<file path="src/rtl/mem_port_seq_pkg.sv">
// Shared types for the data-memory port sequencer.
// Only when MEM_TIMEOUT_EN is defined is the watchdog width used by hardware.
package mem_port_seq_pkg;

  localparam int unsigned LC3B_MEMSEQ_TO_W = 8;
  localparam int unsigned DATA_W           = 16;
  localparam int unsigned MASK_W           = 2;

  typedef enum logic [1:0] {
    IDLE   = 2'd0,
    PTR    = 2'd1,
    ACCESS = 2'd2,
    DONE   = 2'd3
  } lc3b_memseq_state;

  // Transaction captured from the MEM stage at acceptance
  typedef struct packed {
    logic              rd;
    logic              ind;
    logic [DATA_W-1:0] addr;
    logic [DATA_W-1:0] wdata;
    logic [MASK_W-1:0] wmask;
  } memseq_req_t;

  // Memory-side command as presented on the mem_* pins
  typedef struct packed {
    logic              rd;
    logic              wr;
    logic [MASK_W-1:0] wmask;
    logic [DATA_W-1:0] addr;
    logic [DATA_W-1:0] wdata;
  } mem_cmd_t;

  // Pointer fetch: a plain read of the request address
  function automatic mem_cmd_t ptr_cmd(input logic [DATA_W-1:0] addr);
    mem_cmd_t c;
    c       = '0;
    c.rd    = 1'b1;
    c.addr  = addr;
    return c;
  endfunction

  // Real access: indirect requests go to the fetched pointer, bit 0 untouched
  function automatic mem_cmd_t access_cmd(input memseq_req_t r,
                                          input logic [DATA_W-1:0] ptr);
    mem_cmd_t c;
    c.rd    = r.rd;
    c.wr    = ~r.rd;
    c.wmask = r.rd ? MASK_W'(0) : r.wmask;
    c.addr  = r.ind ? ptr : r.addr;
    c.wdata = r.wdata;
    return c;
  endfunction

endpackage

</file>
<file path="src/rtl/mem_port_seq_if.sv">
// Bus interfaces: MEM-stage request side and data-memory side.
interface mem_port_seq_if;
  import mem_port_seq_pkg::*;

  logic              read_b;
  logic              write_b;
  logic              indirect;
  logic [MASK_W-1:0] wmask_b;
  logic [DATA_W-1:0] address_b;
  logic [DATA_W-1:0] wdata_b;
  logic              resp_b;
  logic [DATA_W-1:0] rdata_b;

  modport master (output read_b, write_b, indirect, wmask_b, address_b, wdata_b,
                  input  resp_b, rdata_b);
  modport slave  (input  read_b, write_b, indirect, wmask_b, address_b, wdata_b,
                  output resp_b, rdata_b);
endinterface

interface mem_port_seq_mem_if;
  import mem_port_seq_pkg::*;

  logic              mem_read;
  logic              mem_write;
  logic [MASK_W-1:0] mem_wmask;
  logic [DATA_W-1:0] mem_address;
  logic [DATA_W-1:0] mem_wdata;
  logic              mem_resp;
  logic [DATA_W-1:0] mem_rdata;

  modport master (output mem_read, mem_write, mem_wmask, mem_address, mem_wdata,
                  input  mem_resp, mem_rdata);
  modport slave  (input  mem_read, mem_write, mem_wmask, mem_address, mem_wdata,
                  output mem_resp, mem_rdata);
endinterface

</file>
<file path="src/rtl/mem_port_seq_timer.sv">
// Watchdog counter with sticky error flag; exists only with MEM_TIMEOUT_EN.
`ifdef MEM_TIMEOUT_EN
module mem_seq_timer
  import mem_port_seq_pkg::*;
#(
  parameter logic [LC3B_MEMSEQ_TO_W-1:0] LIMIT = '1
) (
  input  logic clk,
  input  logic rst_n,
  input  logic clear_i,
  input  logic tick_i,
  output logic expire_c,
  output logic timeout_err_o
);

  logic [LC3B_MEMSEQ_TO_W-1:0] cnt_q;
  logic                        err_q;

  // Expires on the cycle that would bring the count up to LIMIT
  assign expire_c      = tick_i && ((cnt_q + LC3B_MEMSEQ_TO_W'(1)) == LIMIT);
  assign timeout_err_o = err_q;

  // Count waiting cycles; flag stays set until reset
  always_ff @(posedge clk) begin
    if (!rst_n) begin
      cnt_q <= '0;
      err_q <= 1'b0;
    end else begin
      if (clear_i) begin
        cnt_q <= '0;
      end else if (tick_i) begin
        cnt_q <= cnt_q + LC3B_MEMSEQ_TO_W'(1);
      end
      if (expire_c) begin
        err_q <= 1'b1;
      end
    end
  end

endmodule
`endif

</file>
<file path="src/rtl/mem_port_seq.sv">
// Data-memory port sequencer: single access or LDI/STI pointer-then-access.
// Optional watchdog enabled by defining MEM_TIMEOUT_EN.
module mem_port_seq
  import mem_port_seq_pkg::*;
#(
  parameter int unsigned TIMEOUT_CYCLES = 255
) (
  input  logic               clk,
  input  logic               rst_n,
  mem_port_seq_if.slave      up,
  mem_port_seq_mem_if.master mem,
  output logic               timeout_err
);

  lc3b_memseq_state  state_q;
  memseq_req_t       req_q;
  mem_cmd_t          cmd_q;
  logic [DATA_W-1:0] ptr_q;
  logic [DATA_W-1:0] rdata_q;
  logic              resp_q;
  memseq_req_t       req_in_c;
  logic              timeout_c;

  // Request as it would be latched this cycle; read wins over write
  assign req_in_c = '{rd:    up.read_b,
                      ind:   up.indirect,
                      addr:  up.address_b,
                      wdata: up.wdata_b,
                      wmask: up.wmask_b};

`ifdef MEM_TIMEOUT_EN
  logic timer_clear_c;
  logic timer_tick_c;

  // Restart on every entry into PTR/ACCESS, count while waiting on memory
  assign timer_clear_c = (state_q == IDLE) || (state_q == DONE) ||
                         ((state_q == PTR) && mem.mem_resp);
  assign timer_tick_c  = ((state_q == PTR) || (state_q == ACCESS)) && !mem.mem_resp;

  mem_seq_timer #(
    .LIMIT(LC3B_MEMSEQ_TO_W'(TIMEOUT_CYCLES))
  ) u_timer (
    .clk          (clk),
    .rst_n        (rst_n),
    .clear_i      (timer_clear_c),
    .tick_i       (timer_tick_c),
    .expire_c     (timeout_c),
    .timeout_err_o(timeout_err)
  );
`else
  logic unused_timeout_cfg;
  assign unused_timeout_cfg = ^(LC3B_MEMSEQ_TO_W'(TIMEOUT_CYCLES));
  assign timeout_c          = 1'b0;
  assign timeout_err        = 1'b0;
`endif

  // Sequencer FSM; every pin-level output is a flop updated here
  always_ff @(posedge clk) begin
    if (!rst_n) begin
      state_q <= IDLE;
      req_q   <= '0;
      cmd_q   <= '0;
      ptr_q   <= '0;
      rdata_q <= '0;
      resp_q  <= 1'b0;
    end else begin
      case (state_q)
        IDLE: begin
          if (up.read_b || up.write_b) begin
            req_q <= req_in_c;
            if (up.indirect) begin
              state_q <= PTR;
              cmd_q   <= ptr_cmd(up.address_b);
            end else begin
              state_q <= ACCESS;
              cmd_q   <= access_cmd(req_in_c, DATA_W'(0));
            end
          end
        end
        PTR: begin
          if (mem.mem_resp) begin
            ptr_q   <= mem.mem_rdata;
            state_q <= ACCESS;
            cmd_q   <= access_cmd(req_q, mem.mem_rdata);
          end else if (timeout_c) begin
            state_q <= DONE;
            cmd_q   <= '0;
            rdata_q <= '0;
            resp_q  <= 1'b1;
          end else begin
            cmd_q   <= ptr_cmd(req_q.addr);
          end
        end
        ACCESS: begin
          if (mem.mem_resp) begin
            state_q <= DONE;
            cmd_q   <= '0;
            rdata_q <= mem.mem_rdata;
            resp_q  <= 1'b1;
          end else if (timeout_c) begin
            state_q <= DONE;
            cmd_q   <= '0;
            rdata_q <= '0;
            resp_q  <= 1'b1;
          end else begin
            cmd_q   <= access_cmd(req_q, ptr_q);
          end
        end
        DONE: begin
          state_q <= IDLE;
          resp_q  <= 1'b0;
          rdata_q <= '0;
        end
        default: begin
          state_q <= IDLE;
          cmd_q   <= '0;
          resp_q  <= 1'b0;
          rdata_q <= '0;
        end
      endcase
    end
  end

  assign up.resp_b       = resp_q;
  assign up.rdata_b      = rdata_q;
  assign mem.mem_read    = cmd_q.rd;
  assign mem.mem_write   = cmd_q.wr;
  assign mem.mem_wmask   = cmd_q.wmask;
  assign mem.mem_address = cmd_q.addr;
  assign mem.mem_wdata   = cmd_q.wdata;

endmodule

</file>
<file path="src/flat_wrapper.sv">
// flat-port wrapper written by rule: the top's interface ports become plain ports
module mem_port_seq_flat import mem_port_seq_pkg::*;
#(
  parameter int unsigned TIMEOUT_CYCLES = 255
)
  (clk, rst_n, timeout_err, up_read_b, up_write_b, up_indirect, up_wmask_b, up_address_b, up_wdata_b, up_resp_b, up_rdata_b, mem_mem_read, mem_mem_write, mem_mem_wmask, mem_mem_address, mem_mem_wdata, mem_mem_resp, mem_mem_rdata);
  mem_port_seq_if up_i ();
  mem_port_seq_mem_if mem_i ();
  input  logic clk;
  input  logic rst_n;
  output logic timeout_err;
  input wire logic [$bits(up_i.read_b)-1:0] up_read_b;
  input wire logic [$bits(up_i.write_b)-1:0] up_write_b;
  input wire logic [$bits(up_i.indirect)-1:0] up_indirect;
  input wire logic [$bits(up_i.wmask_b)-1:0] up_wmask_b;
  input wire logic [$bits(up_i.address_b)-1:0] up_address_b;
  input wire logic [$bits(up_i.wdata_b)-1:0] up_wdata_b;
  output wire logic [$bits(up_i.resp_b)-1:0] up_resp_b;
  output wire logic [$bits(up_i.rdata_b)-1:0] up_rdata_b;
  output wire logic [$bits(mem_i.mem_read)-1:0] mem_mem_read;
  output wire logic [$bits(mem_i.mem_write)-1:0] mem_mem_write;
  output wire logic [$bits(mem_i.mem_wmask)-1:0] mem_mem_wmask;
  output wire logic [$bits(mem_i.mem_address)-1:0] mem_mem_address;
  output wire logic [$bits(mem_i.mem_wdata)-1:0] mem_mem_wdata;
  input wire logic [$bits(mem_i.mem_resp)-1:0] mem_mem_resp;
  input wire logic [$bits(mem_i.mem_rdata)-1:0] mem_mem_rdata;
  assign up_i.read_b = up_read_b;
  assign up_i.write_b = up_write_b;
  assign up_i.indirect = up_indirect;
  assign up_i.wmask_b = up_wmask_b;
  assign up_i.address_b = up_address_b;
  assign up_i.wdata_b = up_wdata_b;
  assign up_resp_b = up_i.resp_b;
  assign up_rdata_b = up_i.rdata_b;
  assign mem_mem_read = mem_i.mem_read;
  assign mem_mem_write = mem_i.mem_write;
  assign mem_mem_wmask = mem_i.mem_wmask;
  assign mem_mem_address = mem_i.mem_address;
  assign mem_mem_wdata = mem_i.mem_wdata;
  assign mem_i.mem_resp = mem_mem_resp;
  assign mem_i.mem_rdata = mem_mem_rdata;
  mem_port_seq #(.TIMEOUT_CYCLES(TIMEOUT_CYCLES)) u_core (.clk(clk), .rst_n(rst_n), .up(up_i), .mem(mem_i), .timeout_err(timeout_err));
endmodule
</file>
<file path="config.mk">
export PLATFORM = sky130hd
export DESIGN_NAME = mem_port_seq_flat
export DESIGN_NICKNAME = d
export VERILOG_FILES = /design/src/rtl/mem_port_seq_pkg.sv /design/src/rtl/mem_port_seq_if.sv /design/src/rtl/mem_port_seq_timer.sv /design/src/rtl/mem_port_seq.sv /design/src/flat_wrapper.sv
export SDC_FILE = /design/constraint.sdc
export NUM_CORES = 1
export LEC_CHECK = 0
export CAP_MARGIN = 30
export CORE_UTILIZATION = 45
export CTS_CLUSTER_SIZE = 10
export DETAILED_ROUTE_END_ITERATION = 10
export GPL_ROUTABILITY_DRIVEN = 0
export PLACE_DENSITY = 0.73
export SYNTH_ARGS = -nofsm -noshare
export SYNTH_HDL_FRONTEND = slang
export SYNTH_SLANG_ARGS = --single-unit
</file>
<file path="constraint.sdc">
create_clock -name clk -period 1.85 [get_ports clk]
set_input_delay 0.185 -clock clk [delete_from_list [all_inputs] [get_ports clk]]
set_output_delay 0.185 -clock clk [all_outputs]
set_load 0.01 [all_outputs]
</file>
==> results of run 1 <==
synth_stat cells (2+ instances only):
cell,instances
a211oi_1,3
a21oi_1,103
a22oi_1,16
a32oi_1,2
and2_1,2
buf_2,11
buf_4,3
buf_6,3
clkbuf_1,31
dfxtp_1,107
ha_1,6
inv_1,5
mux2_1,8
mux2_2,8
mux2i_1,18
nand2_1,124
nor2_1,20
nor2b_1,2
nor3b_1,16
o211ai_1,17
o21ai_0,37
o22ai_1,16
cell usage in the layout (no fill, tap or decap), drive strengths merged, types with 2 or more instances in the layout:
cell type / Yosys / routed
clkdlybuf4s50: 0 / 107
a211oi: 3 / 3
a21oi: 105 / 105
inv: 6 / 8
mux2i: 18 / 18
ha: 6 / 6
clkinv: 0 / 3
clkbuf: 32 / 11
o211ai: 17 / 17
dfxtp: 107 / 107
a22oi: 16 / 16
nor2: 20 / 20
and2: 2 / 2
buf: 18 / 24
nor3b: 16 / 16
mux2: 16 / 16
o21ai: 38 / 38
nand2: 125 / 125
a32oi: 2 / 2
nand2b: 2 / 2
o22ai: 16 / 16
nor2b: 2 / 2
cell families after synthesis:
family                     after synthesis
AOI/OAI and AO/OA                      200
adders and majority gates                6
muxes                                   34
other                                    1
buffers and inverters                   56
and+or+nand+nor                        169
DFF                                    107
registers in the layout, indices dropped and copies added, names as in the netlist:
signal                  flops
u_core.ptr_q               16
u_core.mem.mem_write        1
u_core.state_q              2
u_core.req_q               36
u_core.up.rdata_b          16
u_core.up.resp_b            1
u_core.mem.mem_address     16
u_core.mem.mem_read         1
u_core.mem.mem_wmask        2
u_core.mem.mem_wdata       16
per-stage QoR:
step	cell area [sq um]	power (mW)
2_1_floorplan	4710	5.98
3_3_place_gp	5990	7.77
3_5_place_dp	5990	7.89
4_1_cts	6180	9.25
5_1_grt	6210	9.96
6_report	6210	9.34
path summary, 6_finish.rpt:
kind                                       start                           endpoint  slack [ns]  cells past startpoint
setup / recovery  u_core.state_q[0]$_SDFFE_PN0P_  u_core.up.rdata_b[6]$_SDFFE_PN0P_        0.11                      7
hold / removal                             rst_n   u_core.mem.mem_read$_SDFFE_PN0P_        0.28                      3
setup reg to reg  u_core.state_q[0]$_SDFFE_PN0P_  u_core.up.rdata_b[6]$_SDFFE_PN0P_        0.11                      7
hold reg to reg     u_core.req_q[8]$_SDFFE_PN0P_       u_core.req_q[8]$_SDFFE_PN0P_        0.46                      2
power by group through the flow:
stage          Clock, mW  Sequential [mW]  Combinational (mW)
3_3_place_gp           0             3.31                4.46
2_1_floorplan          0             3.41                2.57
6_report            1.36             3.31                4.68
4_1_cts             1.38             3.29                4.58
5_1_grt             1.48             3.37                5.11
3_5_place_dp           0             3.33                4.56
final cells by class:
type	count	share of cell area
multi-input combinational	410	0.375
inverter	6	0.00363
clock buffer	10	0.0222
sequential	107	0.345
clock inverter	6	0.00766
timing repair buffer	132	0.220
tap	133	0.0268
worst max-delay path, cell delays in order (launching register included):
cell	delay, ns
dfxtp_1	0.36
inv_1	0.14
ha_1	0.32
mux2i_2	0.31
buf_12	0.21
nor3b_1	0.07
a21oi_1	0.14
nor2_1	0.05
layer usage:
layer / share of wire / up-vias
li1: - / 2178
met1: 0.45 / 2141
met2: 0.47 / 154
met3: 0.058 / 18
met4: 0.020 / 0
met5: 0 / -
repair_timing:
| item | in CTS | in global routing |
|---|---|---|
| hold buffers | 0 | 0 |
| endpoints found under the setup margin | 0 | 13 |
| gates resized for setup | 0 | 1 |
==> results by group, run 1 <==
Logic synthesis
  • Post-Syn Nets: 635
  • Total number of yosys warnings: 0
  • Largest family of logic cells by synthesized area: compound AO/OA/AOI/OAI gates
  • Mapped Area: 4710 sq um
  • Post-synthesis register bit count: 107
  • XOR/XNOR Fraction of Synth Area: 0
  • Synth area leaders: dfxtp_1 45%, a21oi_1 11%, nand2_1 9.9%, o21ai_0 3.9%, mux2i_1 3.8%
  • Async SR Flop Fraction: 0
  • Synth Instances: 573
  • Area share of fa/ha/maj cells after synthesis: 0.0159
  • Netlist cell types: 37
  • EDFF count, synth: 0
  • Sequential area share after synthesis: 0.455
  • Post-synth top area cell: dfxtp_1
  • Synth top area share: 0.455
  • Fraction of synthesized area in multiplexers: 0.0765
  • Average size of a mapped cell: 8.22 sq um
  • Simple logic cell fraction of the synthesized area: 0.155
  • Synth Area in Compound Gates: 0.242
  • Ys flop type: dfxtp_1

Clock network
  • CTS Buf Count: 9
  • H-tree depth: 3
  • CTS Sinks: 107
  • TritonCTS clock tree: yes
  • CTS clk-pin slew, worst paths: 0.10 ns
  • Root Driver: clkbuf_8
  • Worst-skew pair later-pin latency: 0.36 ns
  • Setup bufs post-CTS: 0
  • CTS Buffer Depth: 2

Drt
  • Antenna Nets Post-Route: 0
  • Post-Route WL: 13300 um
  • WL/cell: 16.5 um
  • Remaining DRCs: 0
  • First drt pass iteration count: 4
  • Routed vias: 4491
  • Drt initial violations: 218
  • Vias per cell: 5.59

Cells and area
  • Layout Cells excl Fill: 804
  • FF+latch area: 2140 sq um
  • Number of fill cells in the layout: 856
  • Area Growth Syn to Fin: 31.7%
  • Post-layout util: 0.624
  • Area occupied by multi-input gates: 2330 sq um
  • Diode count: 0
  • Net count, final: 728
  • Layout cells sized above 1: 0.0849

STA
  • Final WS setup: 0.110 ns
  • Clk_skew: 0.0104 ns
  • Worst slew pin tran: 0.528 ns
  • Hold Vio Cnt, Final: 0
  • Slew Limit Fails: 0
  • Period minus WS final: 1.74 ns
  • Worst hold slack: 0.282 ns
  • Final setup fails: 0
  • Post-Route Setup TNS: 0 ns
  • F_max: 575 MHz
  • RSZ-0062 raised after global routing: yes
  • Slew HR: 0.648
  • Period utilisation layout: 0.940

Floorplan
  • Die width: 104 um
  • Area of the die: 10900 sq um
  • Vert. Die Dim: 104 um
  • # IOs: 110
  • Core box area: 9950 sq um
  • Starting density of the core: 0.473
  • Site Rows: 36

Power and ir drop
  • Clock power frac: 0.145
  • Leak pwr: 2.23 nW
  • Worst VDD drop: 0.669 mV
  • NetSw: 3.77 mW
  • Seq pwr share: 0.354
  • Sw Ratio: 0.403
  • Gate power share: 0.501
  • Cell Int Power: 5.58 mW
  • PwrDens: 1510 nW/um^2

Critical path
  • Worst setup EP type: flip-flop
  • WP data required: 2.10 ns
  • CP startpoint kind: flip-flop
  • CP Class: flip-flop to flip-flop
  • Worst EP arrival: 1.99 ns
  • Crit Path Max Fanout: 34

Run status
  • Status: finished, final reports clean

Global route
  • Met1 Use GR: 0.308
  • M3 GR Usage: 0.0470
  • Tot GR Track Use: 0.241
  • Met2 usage: 0.400
  • Largest net degree at the start of global routing: 59
  • First-pass GRT wire length: 21300 um
  • Total grt overflow: 0
  • Busiest layer in global routing: met2
  • Initial antenna violation count: 0
  • Vias in the first global route: 4389

Hold path
  • Min-delay worst type: input port to flip-flop

Placed design
  • Hpwl dp: 8500 um
  • Port-buffer cells: 108
  • Pre-CTS WS: 0.0656 ns
  • Inst Count DP: 787

Run
  • Max-cap viol count: 0
(Power assumes the default switching activity.)
==> run 2, diff against run 1 <==
Settings changed: CTS_CLUSTER_DIAMETER set to 150.
==> results of run 2 <==
No change in the layout: final DEF, timing and power equal those of run 1.
==> run 3, diff against run 2 <==
Settings changed: CORE_UTILIZATION 45 to 46, PLACE_DENSITY 0.73 to 0.74, SYNTH_HIERARCHICAL set to 1.
==> run 3 against run 2 <==
Effect of this change: synthesized area increased by 4.1%; global-route usage increased by 0.16 points; combinational power increased by 19%; clock skew increased by 0.0058 ns; count of clock-buffer cells in the layout unchanged; worst setup slack got worse by 0.0064 ns; wire length decreased by 1.5%; maximum frequency decreased by 0.37%; non-clock buffer count increased by 10; synthesized cell count increased by 1.0%; critical endpoint is now u_core/mem.mem_read$_SDFFE_PN0P_; largest power group unchanged; highest routed layer unchanged.
==> results by group, run 3 <==
Clock network
  • CTS Buf Count: 9 (unchanged)
  • CTS Sinks: 107 (unchanged)
  • Setup bufs post-CTS: 0 (unchanged)
  • CTS Buffer Depth: 2 (unchanged)
  • TritonCTS clock tree: yes (unchanged)
  • Post-CTS Hold Fix Bufs: 0 (unchanged)
  • CTS clk-pin slew, worst paths: 0.10 ns (about the same)
  • Worst-skew pair later-pin latency: 0.37 ns (was 0.36 ns)
  • Root Driver: clkbuf_8 (unchanged)
  • H-tree depth: 3 (unchanged)

Logic synthesis
  • Area share of fa/ha/maj cells after synthesis: 0.0153 (was 0.0159)
  • Total number of yosys warnings: 6 (was 0)
  • EDFF count, synth: 0 (unchanged)
  • Simple logic cell fraction of the synthesized area: 0.170 (was 0.155)
  • Synth Instances: 579 (was 573)
  • Ys flop type: dfxtp_1 (unchanged)
  • Async SR Flop Fraction: 0 (unchanged)
  • XOR/XNOR Fraction of Synth Area: 0 (unchanged)
  • Average size of a mapped cell: 8.47 sq um (was 8.22 sq um)
  • Fraction of synthesized area in multiplexers: 0.0735 (was 0.0765)
  • Synth area leaders: dfxtp_1 44%, nand2_1 8.3%, a21oi_1 5.4%, a21boi_0 5.2%, mux2i_1 3.7% (was dfxtp_1 45%, a21oi_1 11%, nand2_1 9.9%, o21ai_0 3.9%, mux2i_1 3.8%)
  • Synth Area in Compound Gates: 0.243 (was 0.242)
  • Sequential area share after synthesis: 0.437 (was 0.455)
  • Mapped Area: 4900 sq um (was 4710 sq um)
  • Most frequent cell after synthesis: nand2_1 (unchanged)
  • Most frequent cells after synthesis: 109 x nand2_1, 107 x dfxtp_1, 53 x a21oi_1 (was 124 x nand2_1, 107 x dfxtp_1, 103 x a21oi_1)
  • Post-synthesis register bit count: 107 (unchanged)
  • Synth top area share: 0.437 (was 0.455)
  • Netlist cell types: 37 (unchanged)
  • Largest family of logic cells by synthesized area: compound AO/OA/AOI/OAI gates (unchanged)
  • Post-Syn Nets: 641 (was 635)
  • Post-synth top area cell: dfxtp_1 (unchanged)

Cells and area
  • Largest Register: u_core/req_q (was u_core.req_q)
  • Layout cells sized above 1: 0.131 (was 0.0849)
  • Number of fill cells in the layout: 916 (was 856)
  • Layout Cells excl Fill: 823 (was 804)
  • Net count, final: 744 (was 728)
  • Commonest non-fill, non-tap cell in the layout: nand2_1 (unchanged)
  • Area Growth Syn to Fin: 31.0% (was 31.7%)
  • Diode count: 0 (unchanged)
  • Fin area: 6430 sq um (was 6210 sq um)
  • Commonest cells after routing, fill and taps aside: 109 x nand2_1, 107 x clkdlybuf4s50_1, 107 x dfxtp_1 (was 124 x nand2_1, 107 x clkdlybuf4s50_1, 107 x dfxtp_1)
  • Number of flip-flops in the largest register: 36 (unchanged)

Hold path
  • Hold path depth: 3 (unchanged)
  • Min-delay worst type: input port to flip-flop (unchanged)

Floorplan
  • Area of the die: 11100 sq um (was 10900 sq um)
  • Die width: 105 um (was 104 um)
  • Core box area: 10300 sq um (was 9950 sq um)
  • # IOs: 110 (unchanged)
  • Site Rows: 37 (was 36)
  • Vert. Die Dim: 105 um (was 104 um)
  • Starting density of the core: 0.475 (was 0.473)

Power and ir drop
  • Sw Ratio: 0.422 (was 0.403)
  • NetSw: 4.30 mW (was 3.77 mW)
  • Cell Int Power: 5.90 mW (was 5.58 mW)
  • Gate power share: 0.545 (was 0.501)
  • Worst VDD drop: 1.31 mV (was 0.669 mV)
  • Leak pwr: 2.32 nW (was 2.23 nW)
  • PwrDens: 1590 nW/um^2 (was 1510 nW/um^2)
  • Seq pwr share: 0.321 (was 0.354)
  • Clock power frac: 0.134 (was 0.145)

Placed design
  • Placed instance area: 6190 sq um (was 5990 sq um)
  • Port-buffer cells: 108 (unchanged)
  • Hpwl dp: 8760 um (was 8500 um)
  • Inst Count DP: 806 (was 787)

Critical path
  • Crit path max-delay family: compound AO/OA/AOI/OAI gates (was flip-flops)
  • Worst setup EP type: flip-flop (unchanged)
  • RR Startpoint: u_core/state_q[1]$_SDFFE_PN0P_ (was u_core.state_q[0]$_SDFFE_PN0P_)
  • Worst Setup EP: u_core/mem.mem_read$_SDFFE_PN0P_ (was u_core.up.rdata_b[6]$_SDFFE_PN0P_)
  • CP peak stage delay: 0.34 ns (was 0.36 ns)
  • Critical Path Start: u_core/state_q[1]$_SDFFE_PN0P_ (was u_core.state_q[0]$_SDFFE_PN0P_)
  • FF-to-FF path depth: 7 (unchanged)
  • Crit Reg-Reg Endpoint: u_core/mem.mem_read$_SDFFE_PN0P_ (was u_core.up.rdata_b[6]$_SDFFE_PN0P_)
  • WP data required: 2.14 ns (was 2.10 ns)
  • CP bufs+invs: 2 (unchanged)
  • Worst path depth: 7 (unchanged)
  • Worst EP arrival: 2.04 ns (was 1.99 ns)
  • Crit path cell chain: inv_1 -> ha_1 -> buf_12 -> nor2_1 -> o21ba_2 -> a311o_1 -> a21boi_1 (was inv_1 -> ha_1 -> mux2i_2 -> buf_12 -> nor3b_1 -> a21oi_1 -> nor2_1)
  • Internal reg-to-reg setup slack: 0.10 ns (was 0.11 ns)
  • Critical Path Slowest Stage Cell: dfxtp_1 (unchanged)
  • CP startpoint kind: flip-flop (unchanged)
  • Crit Path Max Fanout: 36 (was 34)
  • CP Class: flip-flop to flip-flop (unchanged)

STA
  • Slew Limit Fails: 0 (unchanged)
  • Final setup fails: 0 (unchanged)
  • Slew HR: 0.586 (was 0.648)
  • F_max: 573 MHz (was 575 MHz)
  • Worst slew pin tran: 0.621 ns (was 0.528 ns)
  • Period utilisation layout: 0.944 (was 0.940)
  • Hold Vio Cnt, Final: 0 (unchanged)
  • Clk_skew: 0.0163 ns (was 0.0104 ns)
  • Period minus WS final: 1.75 ns (was 1.74 ns)

Drt
  • Antenna Nets Post-Route: 0 (unchanged)
  • Remaining DRCs: 0 (unchanged)
  • Routed vias: 4561 (was 4491)
  • WL/cell: 15.9 um (was 16.5 um)
  • First drt pass iteration count: 4 (unchanged)
  • Post-Route WL: 13100 um (was 13300 um)
  • Vias per cell: 5.54 (was 5.59)
  • Drt initial violations: 183 (was 218)

Global route
  • Vias in the first global route: 4382 (was 4389)
  • Tot GR Track Use: 0.242 (was 0.241)
  • Largest net degree at the start of global routing: 63 (was 59)
  • Total grt overflow: 0 (unchanged)
  • Initial antenna violation count: 1 (was 0)
  • First-pass GRT wire length: 21600 um (was 21300 um)

Run status
  • Status: finished, final reports clean (unchanged)

Run
  • Max-cap viol count: 0 (unchanged)
## run 3: kinds of logic after synthesis
kind of cell,after synthesis
flops,107
other cells,1
fa+ha+maj,6
buf+inv,56
mux,34
simple gates,190
compound gates,185
## run 3: worst min-delay path by stage
stage | from | end
2_1_floorplan | mem_mem_rdata[0] | u_core/ptr_q[0]$_SDFFE_PN0P_
3_3_place_gp | u_core/ptr_q[12]$_SDFFE_PN0P_ | u_core/ptr_q[12]$_SDFFE_PN0P_
3_5_place_dp | u_core/ptr_q[5]$_SDFFE_PN0P_ | u_core/ptr_q[5]$_SDFFE_PN0P_
4_1_cts | rst_n | u_core/ptr_q[1]$_SDFFE_PN0P_
5_1_grt | rst_n | u_core/ptr_q[1]$_SDFFE_PN0P_
6_report | rst_n | u_core/ptr_q[0]$_SDFFE_PN0P_
## run 3: metrics by stage
stage                     hold WS, ns  power [mW]  utilization  setup slack [ns]  setup TNS [ns]
after floorplan                 0.321        6.77            -            0.0880               0
after global placement          0.442        8.51        0.599            -0.196           -3.69
after detailed placement        0.451        8.62        0.599            -0.249           -4.93
after CTS                       0.171        10.1        0.620            0.0201               0
after global routing            0.187        11.0        0.623          -0.00265        -0.00457
final                           0.192        10.2        0.623             0.104               0
## run 3: power groups by stage
stage | clock network [mW] | registers, mW | logic, mW
after floorplan | 0 | 3.40 | 3.36
after global placement | 0 | 3.30 | 5.21
after detailed placement | 0 | 3.32 | 5.30
after CTS | 1.39 | 3.28 | 5.43
after global routing | 1.51 | 3.36 | 6.10
final | 1.37 | 3.28 | 5.56
## run 3: tightest hold or removal path, stage by stage
cell      delay [ns]
buf_2           0.11
clkinv_1        0.16
a21oi_1         0.06
## run 3: final cells by class
cell class / instances / area, sq um / share of cell area
Sequential cell: 107 / 2140 / 0.333
Inverter: 5 / 18.8 / 0.00292
Multi-Input combinational cell: 417 / 2510 / 0.391
Tap cell: 136 / 170 / 0.0265
Clock inverter: 6 / 47.5 / 0.00740
Timing Repair Buffer: 142 / 1400 / 0.218
Clock buffer: 10 / 138 / 0.0214
## run 3: per-layer routing
layer	vias to the layer above	GRT usage	wire (um)
li1	2222	-	-
met4	0	0.0895	204
met5	-	0	0
met3	18	0.0489	853
met1	2159	0.320	5880
met2	162	0.391	6120
## run 3: what timing repair did
| item | CTS | global route |
|---|---|---|
| setup endpoints to repair | 36 | 23 |
| gates cloned | 1 | 0 |
| pin swaps | 0 | 3 |
| resized for setup | 3 | 10 |
